File: config.mk
export PLATFORM = sky130hd
export DESIGN_NAME = dmem_bridge
export DESIGN_NICKNAME = d
export VERILOG_FILES = /design/src/rtl/dmem_bridge.sv
export SDC_FILE = /design/constraint.sdc
export NUM_CORES = 1
export LEC_CHECK = 0
export CAP_MARGIN = 20
export CORE_MARGIN = 2
export CORE_UTILIZATION = 41
export DETAILED_ROUTE_END_ITERATION = 12
export GPL_TIMING_DRIVEN = 0
export PLACE_DENSITY = 0.77
export RECOVER_POWER = 25
export SYNTH_ARGS = -nofsm -noshare
export SYNTH_HDL_FRONTEND = slang
export SYNTH_SLANG_ARGS = --single-unit
File: constraint.sdc
create_clock -name clk -period 2.8 [get_ports clk]
set_clock_uncertainty 0.15 [all_clocks]
set_input_delay 0.56 -clock clk [delete_from_list [all_inputs] [get_ports clk]]
set_output_delay 0.56 -clock clk [all_outputs]
set_load 0.01 [all_outputs]
File: src/rtl/dmem_bridge.sv
// Data-side bridge between the core's M stage and a req/addr_ok/data_ok SRAM-like bus.
// Define DMEM_BRIDGE_STATS_EN to add the load/store/wait statistics counters.
module dmem_bridge #(
   parameter int unsigned TIMEOUT_CYCLES = 255,
   parameter int unsigned CNT_W          = 8
) (
   input  logic        clk,
   input  logic        rst,
   input  logic        mem_en,
   input  logic        memwrite,
   input  logic [1:0]  mem_size,
   input  logic [31:0] addr,
   input  logic [31:0] wdata,
   input  logic        stall_other,
   output logic [31:0] rdata,
   output logic        stall,
   output logic        err,
   output logic        data_req,
   output logic        data_wr,
   output logic [1:0]  data_size,
   output logic [31:0] data_addr,
   output logic [31:0] data_wdata,
   input  logic        data_addr_ok,
   input  logic        data_data_ok,
   input  logic [31:0] data_rdata
`ifdef DMEM_BRIDGE_STATS_EN
   ,
   output logic [31:0] cnt_load,
   output logic [31:0] cnt_store,
   output logic [31:0] cnt_wait
`endif
);

   typedef enum logic [1:0] {
      ST_IDLE,
      ST_REQ,
      ST_WAIT,
      ST_DONE
   } state_t;

   state_t state_reg, state_next;

   logic [CNT_W-1:0] wait_cnt_reg;
   logic [CNT_W-1:0] wait_cnt_inc;
   logic             timeout_hit;
   logic             issue;
   logic             accept;
   logic             complete;
   logic             abort;

   assign wait_cnt_inc = wait_cnt_reg + CNT_W'(1);
   // A zero TIMEOUT_CYCLES means wait forever for data_ok.
   assign timeout_hit  = (TIMEOUT_CYCLES != 0) && (wait_cnt_inc == CNT_W'(TIMEOUT_CYCLES));

   assign stall = ((state_reg == ST_IDLE) && mem_en) ||
                  (state_reg == ST_REQ) || (state_reg == ST_WAIT);

   always_ff @(posedge clk or negedge rst) begin
      if (!rst) begin
         state_reg <= ST_IDLE;
      end else begin
         state_reg <= state_next;
      end
   end

   always_comb begin
      state_next = state_reg;
      issue      = 1'b0;
      accept     = 1'b0;
      complete   = 1'b0;
      abort      = 1'b0;
      case (state_reg)
         ST_IDLE: begin
            if (mem_en) begin
               issue      = 1'b1;
               state_next = ST_REQ;
            end
         end
         ST_REQ: begin
            if (data_addr_ok) begin
               accept = 1'b1;
               if (data_data_ok) begin
                  complete   = 1'b1;
                  state_next = ST_DONE;
               end else begin
                  state_next = ST_WAIT;
               end
            end
         end
         ST_WAIT: begin
            if (data_data_ok) begin
               complete   = 1'b1;
               state_next = ST_DONE;
            end else if (timeout_hit) begin
               abort      = 1'b1;
               state_next = ST_DONE;
            end
         end
         ST_DONE: begin
            // The core still presents the same access while stalled elsewhere.
            if (!stall_other) begin
               state_next = ST_IDLE;
            end
         end
         default: state_next = ST_IDLE;
      endcase
   end

   always_ff @(posedge clk or negedge rst) begin
      if (!rst) begin
         data_req     <= 1'b0;
         data_wr      <= 1'b0;
         data_size    <= 2'd0;
         data_addr    <= 32'd0;
         data_wdata   <= 32'd0;
         rdata        <= 32'd0;
         err          <= 1'b0;
         wait_cnt_reg <= '0;
      end else begin
         err <= abort;
         if (issue) begin
            data_req   <= 1'b1;
            data_wr    <= memwrite;
            data_size  <= mem_size;
            data_addr  <= addr;
            data_wdata <= wdata;
         end else if (accept) begin
            data_req <= 1'b0;
         end
         if (accept) begin
            wait_cnt_reg <= '0;
         end else if (state_reg == ST_WAIT) begin
            wait_cnt_reg <= wait_cnt_inc;
         end
         if (complete && !data_wr) begin
            rdata <= data_rdata;
         end else if (abort) begin
            rdata <= 32'd0;
         end
      end
   end

`ifdef DMEM_BRIDGE_STATS_EN
   always_ff @(posedge clk or negedge rst) begin
      if (!rst) begin
         cnt_load  <= 32'd0;
         cnt_store <= 32'd0;
         cnt_wait  <= 32'd0;
      end else begin
         if (stall) begin
            cnt_wait <= cnt_wait + 32'd1;
         end
         if (complete) begin
            if (data_wr) begin
               cnt_store <= cnt_store + 32'd1;
            end else begin
               cnt_load <= cnt_load + 32'd1;
            end
         end
      end
   end
`endif

endmodule
# Word-level counts from Yosys, hierarchy flattened
# Cells that the tools add are included.
[classes]
addsub = 1
n_eq_ne = 8
muxes = 23
reduce_logical = 10
[ops]
columns = ["cell", "count"]
rows = [
  ["$mux 32", 2],
  ["$mux 8", 2],
  ["$mux 1", 12],
  ["$mux 2", 5],
  ["$add 8x1->8 const B", 1],
  ["$eq 8x8->1 const B", 1],
  ["$pmux 2 s4", 1],
  ["$ne 2x2->1 const B", 3],
  ["$reduce_bool 2->1", 3],
  ["$eq 2x2->1 const B", 2],
  ["$reduce_and 4->1", 1],
  ["$ne 3x3->1 const B", 1],
  ["$eq 2x1->1 const B", 1],
  ["$logic_and 1x1->1", 2],
  ["$logic_not 2->1", 1],
  ["$logic_or 1x1->1", 2],
  ["$pmux 1 s2", 1],
  ["$logic_not 1->1", 1],
]
[totals]
reg_bits = 111
input_bits = 105
output_inout_bits = 102
wordCells = 51

# Logic depth before layout (Yosys ltp)
[logic_depth]
ltp_word = 7
mapped_depth = 8
ltp_nobuf = 7

# Least setup slack after synthesis
# No wires, ideal clock.
[synth_timing]
kind = "register -> output"
start = "register state_reg[0]"
end = "output port stall"
arrival_ps = 1334
required_time_ps = 2090
setup_slack_ps = 756
path_stages_with_launch = 7
path_buffers = 2
cell_sequence = "dfrtp_1 inv_1 ha_1 nand2_1 buf_2 buf_2 nand2_1"
[synth_between]
elab_chain_cells = 4
word_cells_on_any_way = 6
classes_between = "2 x eq/ne; 4 x reduce/logical"
[synth_rtl]
columns = ["item", "line", "rtl"]
rows = [
  ["start, declared", "41", "state_t state_reg, state_next;"],
  ["start signal, assigned", "62", "state_reg <= state_next;"],
  ["$logic_not 2->1", "55", "assign stall = ((state_reg == ST_IDLE) && mem_en) ||"],
  ["$logic_and 1x1->1", "55", ""],
  ["$logic_or 1x1->1", "55", ""],
  ["$logic_or 1x1->1 *", "56", "(state_reg == ST_REQ) || (state_reg == ST_WAIT);"],
  ["end, declared", "16", "output logic stall,"],
]
# Mark *: on every way between the ends. The rest lies on a longest branch, timed or not.

# Final worst setup path
# Ends and elaborated chain as after synthesis.

==> metrics <==
status finished clean; Power Total between 7 and 8 mW; ys async rst share 100.0%; I/O pin count 207; total global routing track utilization 18.92%; unrepaired setup endpoints after global routing false; drt first pass iters 4; pwr dens 1036 nW/um^2; DP Worst Slack -0.3516 ns; Vias per Instance 4.746; Cell Area, Synth 4492 sq um; count leader, synth dfrtp_1; met2 routed WL 5432 um; global-route wire length before repair 17280 um; Distinct cells, synth 30; synth top area cells dfrtp_1 62%, mux2_2 17%, nand2_1 6.0%; Metal-1 WL 4426 um; Die Y around 110 um; Rows 38; Fin. Hold Viols 0; ant diodes 0; gpl congestion 0.8100; HPWL after DPL 8541 um; Reg clk slew, reported paths 0.10 ns; top cells by count, synth 111 x dfrtp_1, 72 x nand2_1, 67 x mux2_2; fin crit period 2.704 ns; area of the core 10750 sq um; Num CTS Buffers 9; max-slew violations 0; Primary FF master, synth dfrtp_1; Die X 108.7 um; Die Area 11810 sq um; Hold WC Path Type in -> async; clk buf depth 2; max-cap violation count 0; top routing layer in use met4; synthesis-to-finish area growth 55.85%; cell taking the most area after synthesis dfrtp_1; Setup TNS 0 ns; FF+latch count, synth 111; Yosys warnings 0; clock latency on the worst-skew pair 0.36 ns; fmax 369.8 MHz; Crit path required time 2.09 ns; vias in the first global route 3512; Post-Syn Area per Cell 12.48 sq um; register area share after synthesis around three fifths; Synth Net Count 472; final setup fails 0; Mapped Cells 360; Max VDD drop 0.0004240 V; TritonCTS clock tree built; Setup CP Type reg -> out; H-tree depth 3; Final period util 96.59%; Nets a little under 700; WHS 0.2131 ns; hold buffer count at cts 0; Antenna Nets Post-Route 0; Pleak around 3.1 nW; antenna violations before repair 0; total grt overflow 0; wire per inst 15.49 um; layout cell share with drive strength beyond 1 between 15 and 20%; Critical Path AT 1.99 ns; DR iter-0 viols between 100 and 150; metal3 WL 1140 um; Initial Util 41.80%; crit start category flip-flop; pin count of the biggest net entering global routing 68; final worst slack approximately 0.096 ns; endpoint type of the worst setup path primary output; routed vias roughly 3400; Remaining DRCs 0; Post-synth EDFFs 0; slew of the pin with the lowest slew margin 1.057 ns; worst rel slew slack 29.56%; Root Buffer clkbuf_8; Final Util 65.15%; Port Buffers 206; largest fanout on the critical path 19; biggest regs data_addr (32), data_wdata (32), rdata (32); top-area cell type share of the netlist area 61.84%; total wire length ~11000 um; Num Clock Sinks 111
==> kinds of logic after synthesis <==
logic type,share of synthesized area (%)
and+or+nand+nor,11.98
muxes,17.27
adders and majority gates,1.950
AOI/OAI and AO/OA,2.479
buffers and inverters,2.925
DFF,61.84
xor gates and xnor gates,1.560
==> worst max-delay path: stages, from the launching register on <==
cell and delay [ns]:
dfrtp_1 0.43, inv_2 0.11, ha_2 0.21, nand2_4 0.10, buf_8 0.18, nand2_1 0.06
clkdlybuf4s50_1 0.53
==> final cells by class <==
cell class	instances	area, sq um
Timing Repair Buffer	209	2079
Buffer	18	106.4
Clock buffer	12	165.2
Inverter	8	30.03
Multi-Input combinational cell	222	1593
Tap cell	140	175.2
Sequential cell	111	2778
Fill cell	840	3745
Clock inverter	4	73.82
==> placed cells by master, fill, tap and decap left out, types with 2 or more instances in the layout <==
| cell type | synthesis | final |
|---|---|---|
| a211oi_1 | 2 | 2 |
| buf_2 | 6 | 4 |
| nor2_1 | 11 | 11 |
| xor2_1 | 4 | 4 |
| buf_1 | 5 | 5 |
| nor3_2 | 2 | 2 |
| nand4_1 | 2 | 2 |
| clkbuf_1 | 4 | 4 |
| dfrtp_1 | 111 | 111 |
| ha_1 | 7 | 6 |
| nand3_1 | 35 | 35 |
| clkdlybuf4s50_1 | 0 | 205 |
| o21ai_0 | 2 | 2 |
| buf_6 | 2 | 2 |
| clkbuf_8 | 0 | 12 |
| inv_2 | 0 | 2 |
| a21oi_1 | 2 | 2 |
| bufinv_16 | 0 | 2 |
| inv_1 | 8 | 6 |
| nand2_1 | 72 | 71 |
| buf_4 | 2 | 4 |
| o21a_1 | 2 | 2 |
| xnor2_1 | 4 | 4 |
| mux2_2 | 67 | 67 |
==> power by group <==
group	switching (mW)	internal (mW)	leakage (nW)	total [mW]
Sequential	0.379	2.34	1.36	2.72
Clock	0.531	0.580	0.123	1.11
Combinational	1.36	2.06	1.62	3.42
==> repair_timing <==
item	in CTS	in global routing
resized for setup	7	1
setup buffers	0	2
endpoints found under the setup margin	1	1
endpoints found under the hold margin	0	0
==> worst paths after layout <==
path	startpoint	endpoint	slack, ns	cells after the start
setup / recovery	state_reg[0]$_DFFE_PN0P_	stall	0.1	6
hold / removal	rst	data_addr[20]$_DFFE_PN0P_	0.21	1
hold reg to reg	rdata[10]$_DFFE_PN0P_	rdata[10]$_DFFE_PN0P_	0.36	2
max in group asynchronous	rst	rdata[12]$_DFFE_PN0P_	0.71	2
min in group clk	rdata[10]$_DFFE_PN0P_	rdata[10]$_DFFE_PN0P_	0.36	2
setup reg to reg	state_reg[0]$_DFFE_PN0P_	rdata[28]$_DFFE_PN0P_	0.59	8
==> metal layers <==
layer,up-vias,global-route usage (%)
li1,1637,-
met2,150,31.92
met5,-,0
met1,1632,22.34
met4,0,6.777
met3,17,6.754
==> through the flow <==
stage / instances / area (sq um)
2_1_floorplan: 360 / 4492
3_3_place_gp: 706 / 6729
3_5_place_dp: 707 / 6754
4_1_cts: 722 / 7008
5_1_grt: 724 / 7000
6_report: 724 / 7000
Note: power is estimated with default switching activity, not from simulation.
